<file path="config.mk">
export PLATFORM = sky130hd
export DESIGN_NAME = fetch_queue_flat
export DESIGN_NICKNAME = d
export VERILOG_FILES = /design/src/rtl/fetch_queue_if.sv /design/src/rtl/fetch_queue.sv /design/src/flat_wrapper.sv
export SDC_FILE = /design/constraint.sdc
export NUM_CORES = 1
export LEC_CHECK = 0
export BUFFER_PORTS_ARGS = -buffer_cell sky130_fd_sc_hd__buf_2
export CORE_ASPECT_RATIO = 1.2
export CORE_UTILIZATION = 55
export DETAILED_ROUTE_END_ITERATION = 8
export GPL_TIMING_DRIVEN = 0
export PLACE_DENSITY = 0.86
export SLEW_MARGIN = 20
export SYNTH_ARGS = -nofsm -noshare
export SYNTH_HDL_FRONTEND = slang
export SYNTH_SLANG_ARGS = --single-unit
</file>
<file path="constraint.sdc">
create_clock -name clk -period 3.68 [get_ports clk]
set_input_delay 0.368 -clock clk [delete_from_list [all_inputs] [get_ports clk]]
set_output_delay 0.368 -clock clk [all_outputs]
set_load 0.05 [all_outputs]
</file>
<file path="src/rtl/fetch_queue_if.sv">
// Decode-side handshake bundle for fetch_queue.
// master = fetch stage, slave = decode.
interface fetch_queue_if #(
    parameter int ADDR_W = 8,
    parameter int DATA_W = 16
);
    logic [DATA_W-1:0] instr;
    logic [ADDR_W-1:0] instr_pc;
    logic              instr_valid;
    logic              instr_ready;

    modport master (
        output instr,
        output instr_pc,
        output instr_valid,
        input  instr_ready
    );

    modport slave (
        input  instr,
        input  instr_pc,
        input  instr_valid,
        output instr_ready
    );
endinterface

</file>
<file path="src/rtl/fetch_queue.sv">
// Instruction fetch stage: PC, ROM read issue, tagged word FIFO, redirect.
// Optional FETCH_STALL_COUNT_EN adds a saturating decode-starvation counter.
module fetch_queue #(
    parameter int              ADDR_W   = 8,
    parameter int              DATA_W   = 16,
    parameter int              DEPTH    = 4,
    parameter logic [ADDR_W-1:0] RESET_PC = '0,
    localparam int             PTR_W    = $clog2(DEPTH),
    localparam int             CNT_W    = PTR_W + 1
) (
    input  logic              clk,
    input  logic              reset,
    output logic [ADDR_W-1:0] rom_address,
    output logic              rom_read_enable,
    input  logic [DATA_W-1:0] rom_data,
    fetch_queue_if.master     dq,
    input  logic              redirect,
    input  logic [ADDR_W-1:0] redirect_pc,
`ifdef FETCH_STALL_COUNT_EN
    output logic [15:0]       stall_count,
`endif
    output logic [CNT_W-1:0]  fifo_count
);
    localparam int CW1 = CNT_W + 1;

    logic [ADDR_W-1:0] pc;
    logic              inflight;
    logic [ADDR_W-1:0] inflight_pc;
    logic [DATA_W-1:0] mem_data [DEPTH];
    logic [ADDR_W-1:0] mem_pc   [DEPTH];
    logic [PTR_W-1:0]  rd_ptr;
    logic [PTR_W-1:0]  wr_ptr;
    logic [PTR_W-1:0]  rd_nxt;
    logic [CNT_W-1:0]  count;
    logic [CW1-1:0]    credit;
    logic              issue;
    logic              push;
    logic              pop;

    // Credit counts the in-flight read so a push can never overflow.
    assign credit = {1'b0, count} + CW1'(inflight);
    assign issue  = !reset && !redirect && (credit < CW1'(DEPTH));
    assign push   = inflight;
    assign pop    = dq.instr_valid && dq.instr_ready;
    assign rd_nxt = rd_ptr + 1'b1;

    assign rom_address     = pc;
    assign rom_read_enable = issue;
    assign fifo_count      = count;
    assign dq.instr_valid  = (count != '0);

    always_ff @(posedge clk) begin
        if (!reset && !redirect && push) begin
            mem_data[wr_ptr] <= rom_data;
            mem_pc[wr_ptr]   <= inflight_pc;
        end
    end

    always_ff @(posedge clk) begin
        if (reset) begin
            pc          <= RESET_PC;
            inflight    <= 1'b0;
            inflight_pc <= '0;
            count       <= '0;
            rd_ptr      <= '0;
            wr_ptr      <= '0;
            dq.instr    <= '0;
            dq.instr_pc <= '0;
        end else if (redirect) begin
            pc       <= redirect_pc;
            inflight <= 1'b0;
            count    <= '0;
            rd_ptr   <= '0;
            wr_ptr   <= '0;
        end else begin
            if (issue) begin
                pc <= pc + 1'b1;
            end
            inflight    <= issue;
            inflight_pc <= pc;
            if (push) begin
                wr_ptr <= wr_ptr + 1'b1;
            end
            if (pop) begin
                rd_ptr <= rd_nxt;
            end
            unique case (1'b1)
                (push && !pop): count <= count + 1'b1;
                (pop && !push): count <= count - 1'b1;
                default:        count <= count;
            endcase
            // Head registers track what the FIFO head will be after this edge.
            if (pop) begin
                if (count > CNT_W'(1)) begin
                    dq.instr    <= mem_data[rd_nxt];
                    dq.instr_pc <= mem_pc[rd_nxt];
                end else if (push) begin
                    dq.instr    <= rom_data;
                    dq.instr_pc <= inflight_pc;
                end
            end else if (count == '0 && push) begin
                dq.instr    <= rom_data;
                dq.instr_pc <= inflight_pc;
            end
        end
    end

`ifdef FETCH_STALL_COUNT_EN
    always_ff @(posedge clk) begin
        if (reset) begin
            stall_count <= '0;
        end else if (dq.instr_ready && !dq.instr_valid
                     && stall_count != 16'hFFFF) begin
            stall_count <= stall_count + 16'd1;
        end
    end
`endif
endmodule

</file>
<file path="src/flat_wrapper.sv">
// flat-port wrapper written by rule: the top's interface ports become plain ports
module fetch_queue_flat 
#(
    parameter int              ADDR_W   = 8,
    parameter int              DATA_W   = 16,
    parameter int              DEPTH    = 4,
    parameter logic [ADDR_W-1:0] RESET_PC = '0,
    localparam int             PTR_W    = $clog2(DEPTH),
    localparam int             CNT_W    = PTR_W + 1
)
  (clk, reset, rom_address, rom_read_enable, rom_data, redirect, redirect_pc, fifo_count, dq_instr, dq_instr_pc, dq_instr_valid, dq_instr_ready);
  fetch_queue_if #(.ADDR_W(ADDR_W), .DATA_W(DATA_W)) dq_i ();
  input  logic clk;
  input  logic reset;
  output logic [ADDR_W-1:0] rom_address;
  output logic rom_read_enable;
  input  logic [DATA_W-1:0] rom_data;
  input  logic redirect;
  input  logic [ADDR_W-1:0] redirect_pc;
  output logic [CNT_W-1:0] fifo_count;
  output wire logic [$bits(dq_i.instr)-1:0] dq_instr;
  output wire logic [$bits(dq_i.instr_pc)-1:0] dq_instr_pc;
  output wire logic [$bits(dq_i.instr_valid)-1:0] dq_instr_valid;
  input wire logic [$bits(dq_i.instr_ready)-1:0] dq_instr_ready;
  assign dq_instr = dq_i.instr;
  assign dq_instr_pc = dq_i.instr_pc;
  assign dq_instr_valid = dq_i.instr_valid;
  assign dq_i.instr_ready = dq_instr_ready;
  fetch_queue #(.ADDR_W(ADDR_W), .DATA_W(DATA_W), .DEPTH(DEPTH), .RESET_PC(RESET_PC)) u_core (.clk(clk), .reset(reset), .rom_address(rom_address), .rom_read_enable(rom_read_enable), .rom_data(rom_data), .dq(dq_i), .redirect(redirect), .redirect_pc(redirect_pc), .fifo_count(fifo_count));
endmodule
</file>
# Word-level counts from Yosys, hierarchy flattened
# Memory sizes are Yosys's and may differ from the RTL's.
# Cells that the tools add are included.
[totals] regBits=48 inputBits=28 word_cells=51 memories=2 ram_bits=96 output_inout_bits=37
[mem_list] name="u_core.mem_data" depth=4 width=16 read_ports=1 rd_clocked_by_memory_dff=0 write_ports=1 line_no="fetch_queue.sv:29" text="logic [DATA_W-1:0] mem_data [DEPTH];"
[mem_list] name="u_core.mem_pc" depth=4 width=8 read_ports=1 rd_clocked_by_memory_dff=0 write_ports=1 line_no="fetch_queue.sv:30" text="logic [ADDR_W-1:0] mem_pc [DEPTH];"
[classes] n_bitwise=1 muxes=13 eq_ne=1 n_addsub=6 n_reduce_logical=18 n_lt_le_gt_ge=2
[ops] cell="16-bit 2-to-1 mux" n=4
[ops] cell="8-bit 2-to-1 mux" n=6
[ops] cell="8-bit by 1-bit adder with 8-bit output (second input constant)" n=1
[ops] cell="1-bit logical AND" n=7
[ops] cell="3-bit one-hot mux with 2 select lines" n=1
[ops] cell="2-bit nonzero test" n=3
[ops] cell="2-bit by 1-bit adder with 2-bit output (second input constant)" n=2
[ops] cell="3-bit by 1-bit adder with 4-bit output" n=1
[ops] cell="1-bit zero test" n=4
[ops] cell="4-bit by 3-bit < comparator with 1-bit output (second input constant)" n=1
[ops] cell="3-bit by 1-bit adder with 3-bit output (second input constant)" n=1
[ops] cell="3-bit by 1-bit > comparator with 1-bit output (second input constant)" n=1
[ops] cell="3-bit zero test" n=1
[ops] cell="3-bit by 2-bit != test with 1-bit output (second input constant)" n=1
[ops] cell="3-bit AND reduction" n=1
[ops] cell="3-bit nonzero test" n=1
[ops] cell="3-bit by 1-bit subtractor with 3-bit output (second input constant)" n=1
[ops] cell="1-bit 2-to-1 mux" n=2
[ops] cell="2-bit OR reduction" n=1
[ops] cell="1-bit NOT" n=1

# Longest topological paths before layout
[logic_depth] ltp_word=5 mapped_depth=8 mapped_depth_nobuf=8

# Worst setup path after synthesis
# Ideal clock, no wire load.
[synth_path] kind="reg-to-reg" start="reg u_core.count[0] (netlist: u_core.fifo_count[0])" end="reg u_core.count[2] (netlist: u_core.fifo_count[2])" n_path_buf=0 setup_time_ps=70 t_arrival_ps=2533 slack_ps=1077 t_required_ps=3610 path_stages_with_launch=8 period_less_slack_ps=2603 cell_sequence="dfxtp_1 > inv_1 > ha_1 > nand2b_1 > and2_1 > ha_1 > or3_1 > a21oi_1"
[synth_via] elab_chain_len=5 word_cells_on_any_way=9 cone_classes="add/sub (2); mux (1); reduce/logical (6)"
[synth_lines] element="from (decl)" line_no="fetch_queue.sv:34" text="logic [CNT_W-1:0] count;"
[synth_lines] element="from (signal assigned)" line_no="fetch_queue.sv:88" text="(push && !pop): count <= count + 1'b1;"
[synth_lines] element="from (signal assigned)" line_no="fetch_queue.sv:89" text="(pop && !push): count <= count - 1'b1;"
[synth_lines] element="from (signal assigned)" line_no="fetch_queue.sv:90" text="default: count <= count;"
[synth_lines] element="3-bit nonzero test (*)" line_no="fetch_queue.sv:50" text="assign dq.instr_valid = (count != '0);"
[synth_lines] element="net dq_instr_valid" line_no="flat_wrapper.sv:23" text="output wire logic [$bits(dq_i.instr_valid)-1:0] dq_instr_valid;"
[synth_lines] element="1-bit logical AND (*)" line_no="fetch_queue.sv:44" text="assign pop = dq.instr_valid && dq.instr_ready;"
[synth_lines] element="net u_core.pop" line_no="fetch_queue.sv:38" text="logic pop;"
[synth_lines] element="1-bit zero test" line_no="fetch_queue.sv:88"
[synth_lines] element="1-bit logical AND" line_no="fetch_queue.sv:88"
[synth_lines] element="3-bit one-hot mux with 2 select lines / 2-bit nonzero test (equally long branches)"
# Mark *: on every way through the listed nets, which the timed path passes. The rest lies on a longest branch.
# A chain may end at the register's enable or synchronous reset.

# Worst setup path after layout
[layout_path] start="reg u_core.count[1] (netlist: u_core.fifo_count[1])" end="reg u_core.dq.instr_pc[3]"
[layout_via] elab_chain_len=4 word_cells_on_any_way=10 cone_classes="order compare (1); eq/ne (1); mux (2); reduce/logical (6)"
[layout_lines] element="parallel branches: the longest is 4 deep, another holds 3-bit by 1-bit > comparator with 1-bit output"
[layout_lines] element="to (signal assigned)" line_no="fetch_queue.sv:96" text="dq.instr_pc <= mem_pc[rd_nxt];"
[layout_lines] element="to (signal assigned)" line_no="fetch_queue.sv:99" text="dq.instr_pc <= inflight_pc;"
[layout_lines] element="to (signal assigned)" line_no="fetch_queue.sv:103" text="dq.instr_pc <= inflight_pc;"
[layout_lines] element="to (decl)" line_no="fetch_queue_if.sv:14" text="output instr_pc,"
# Parallel ways; which one is timed is not known.

==> flow_summary.toml <==
[finish]
final_cell_mix = "edfxtp_1 (96), buf_2 (71), nand2_1 (59)"
utilization_pct = 68.6
nets = 522
seq_area_sq_um = 3840
drive_gt1_share_pct = 27.2
fillers = 668
layout_commonest_cell = "edfxtp_1"
multi_input_area_sq_um = 1750
diodes = 0
area.growth.synth_to_final_pct = 20.3

[min_path]
hold_path_end = "u_core.mem_data[1][8]$_DFFE_PP_"
hp-class = "in -> reg"
holdPathStages = 1
min_from = "rom_data[8]"

[placement]
portBuffers = 63
dp_slack_ns = 1.30
dpl.hpwl_um = 7470
gp_congestion = 0.790

[global_routing]
grt_pass1_wl_um = 18700
grt_pass1_vias = 3620
top_usage_layer = "met2"
globalRouteMet2Util_pct = 41.9
grt_util_met1_pct = 27.7
met3_usage_pct = 6.20
track_usage_pct = 24.0
grt_overflow = 0
grt_max_degree = 25
grt_antenna_before_repair = 0

[route]
first_pass_iters = 5
routed_wl_um = 12200
ant_nets = 0
vias = 3675
drt-wirelength-per-cell_um = 19.6
via_per_inst = 5.90
initialDrtViolationCount = 242
drc = 0

[floorplan]
core_sq_um = 10100
die_area_sq_um = 10800
die_h_um = 114
rows = 40
die-width_um = 95.2
ios = 65
start_util_pct = 57.0

[sta]
rsz0062_at_grt = "false"
timing_hold_violations_final = 0
worst_pin_slew_ns = 0.695
setup_violations = 0
fmax_mhz = 404
skew_ns = 0.0135
tns_ns = 0
fin_crit_sh_pct = 67.2
maxSlewViolCount = 0
slew_headroom_pct = 53.4
finalCriticalPeriod_ns = 2.47
worst_slack_ns = 1.21

[synthesis]
avgSynthCellArea_sq_um = 14.3
ys_seq_area_share_pct = 67.0
synth_ff_type = "edfxtp_1"
syn_inst = 402
ys_warn_count = 0
ys_seq_elements = 144
async_flop_share_pct = 0
syn_nets = 440
yosysUniqueCellTypes = 39
netlist_area_sq_um = 5740
synth_edf_count = 96

[clocking]
hold_buffers = 0
clock_path_buffers = 2
cts-resized-gates = 0
clk_pin_slew_ns = 0.06
clock_sinks = 144
cts_root_buf = "clkbuf_16"
postCtsSetupBuffers = 0
clk-insertion-delay-late_ns = 0.42
h-tree-depth = 4
cts_tree = "yes"
cts_buffers = 17

[setup_path]
rr_worst_depth = 8
timing.rr.start = "u_core.fifo_count[1]$_SDFFE_PP0P_"
worst_path_max_delay_cell = "a211oi_2"
cp-start-kind = "flop"
worstPathArrival_ns = 2.74
crit_type = "reg -> reg"
rrSetupSlack_ns = 1.21
critPathRequiredTime_ns = 3.94
r2r-end = "u_core.dq.instr_pc[3]$_SDFFE_PP0P_"
path_delay_family = "buffers and inverters"
worst_setup_path_end_kind = "flop"
cp_cell_sequence = "inv_1, ha_1, nand2b_1, a211oi_2, and2_0, clkbuf_1, buf_2, a311oi_1"
cp_max_fo = 10
critPathMaxStageDelay_ns = 0.57
crit_buf_inv = 3

[flow_run]
maxCapViolCount = 0

[power_and_ir_drop]
powerDensity_nw_per_um2 = 572
p_leak_nw = 2.52
ir_worst_vdd_mv = 0.413

[outcome]
outcome = "completed"
[stage by stage]
stage | hold WS, ns | total power, mW | area (sq um) | std cells
2_1_floorplan | 0.467 | 1.99 | 5740 | 402
3_3_place_gp | 0.487 | 2.06 | 6210 | 591
3_5_place_dp | 0.504 | 2.07 | 6210 | 591
4_1_cts | 0.177 | 3.96 | 6900 | 623
5_1_grt | 0.174 | 4.05 | 6900 | 623
6_report | 0.184 | 3.95 | 6900 | 623
[synthesized netlist by cell type (2+ instances only)]
cell type | count | area [sq um]
and3_1 | 6 | 37.5
nand3_1 | 2 | 10.0
o21ai_0 | 2 | 10.0
nor4_1 | 2 | 12.5
xor2_1 | 3 | 26.3
mux4_2 | 24 | 541
nor2_1 | 20 | 75.1
nand2_1 | 59 | 221
clkbuf_1 | 19 | 71.3
or3_1 | 3 | 18.8
edfxtp_1 | 96 | 2880
a21oi_1 | 31 | 155
mux2i_1 | 7 | 70.1
a311oi_1 | 25 | 219
buf_2 | 8 | 40.0
ha_1 | 10 | 125
dfxtp_1 | 48 | 961
xnor2_1 | 5 | 43.8
inv_1 | 7 | 26.3
a211oi_1 | 5 | 37.5
nor2b_1 | 2 | 12.5
[metal layers]
metal / part of all wire (%) / wire (um) / up-vias
li1: - / - / 1698
met1: 37 / 4570 / 1805
met2: 54 / 6630 / 154
met3: 6.6 / 812 / 18
met4: 1.7 / 208 / 0
met5: 0 / 0 / -
[state kept, by name, summed over array words and instances, names as in the netlist]
name and cells:
u_core.inflight_pc 8, u_core.wr_ptr 2, u_core.rd_ptr 2, u_core.fifo_count 3, u_core.dq.instr_pc 8, u_core.rom_address 8
u_core.mem_pc 32, u_core.mem_data 64, u_core.dq.instr 16, u_core.inflight 1
[how the worst max path moves through the flow]
stage	start	to	slack [ns]	depth (start not counted)
floorplan	u_core.fifo_count[0]$_SDFFE_PP0P_	u_core.fifo_count[2]$_SDFFE_PP0P_	1.08	7
global placement	redirect	u_core.mem_data[1][11]$_DFFE_PP_	1.26	4
detailed placement	u_core.fifo_count[1]$_SDFFE_PP0P_	u_core.dq.instr_pc[3]$_SDFFE_PP0P_	1.30	8
CTS	u_core.fifo_count[0]$_SDFFE_PP0P_	u_core.dq.instr[14]$_SDFFE_PP0P_	1.22	8
global route	u_core.fifo_count[1]$_SDFFE_PP0P_	u_core.dq.instr_pc[3]$_SDFFE_PP0P_	1.03	8
finish	u_core.fifo_count[1]$_SDFFE_PP0P_	u_core.dq.instr_pc[3]$_SDFFE_PP0P_	1.21	8
[cell type report]
class / instances / share of cell area, %
Clock buffer: 28 / 8.88
Multi-Input combinational cell: 222 / 25.4
Inverter: 8 / 0.435
Timing Repair Buffer: 63 / 4.57
Sequential cell: 144 / 55.7
Tap cell: 126 / 2.28
Buffer: 28 / 1.69
Clock inverter: 4 / 1.11
[cell families after synthesis]
group | share of synthesized area [%]
buffers and inverters | 2.55
AND/OR/NAND/NOR | 7.74
adder cells (fa/ha/maj) | 2.18
AO/OA/AOI/OAI | 8.46
multiplexers | 10.8
flip-flops | 67.0
XOR/XNOR | 1.22
[power breakdown]
part           internal, mW  total (mW)  switching, mW
clock                  1.28        1.91          0.631
combinational        0.0748       0.264          0.190
sequential             1.75        1.78         0.0256
(Power assumes the default switching activity.)
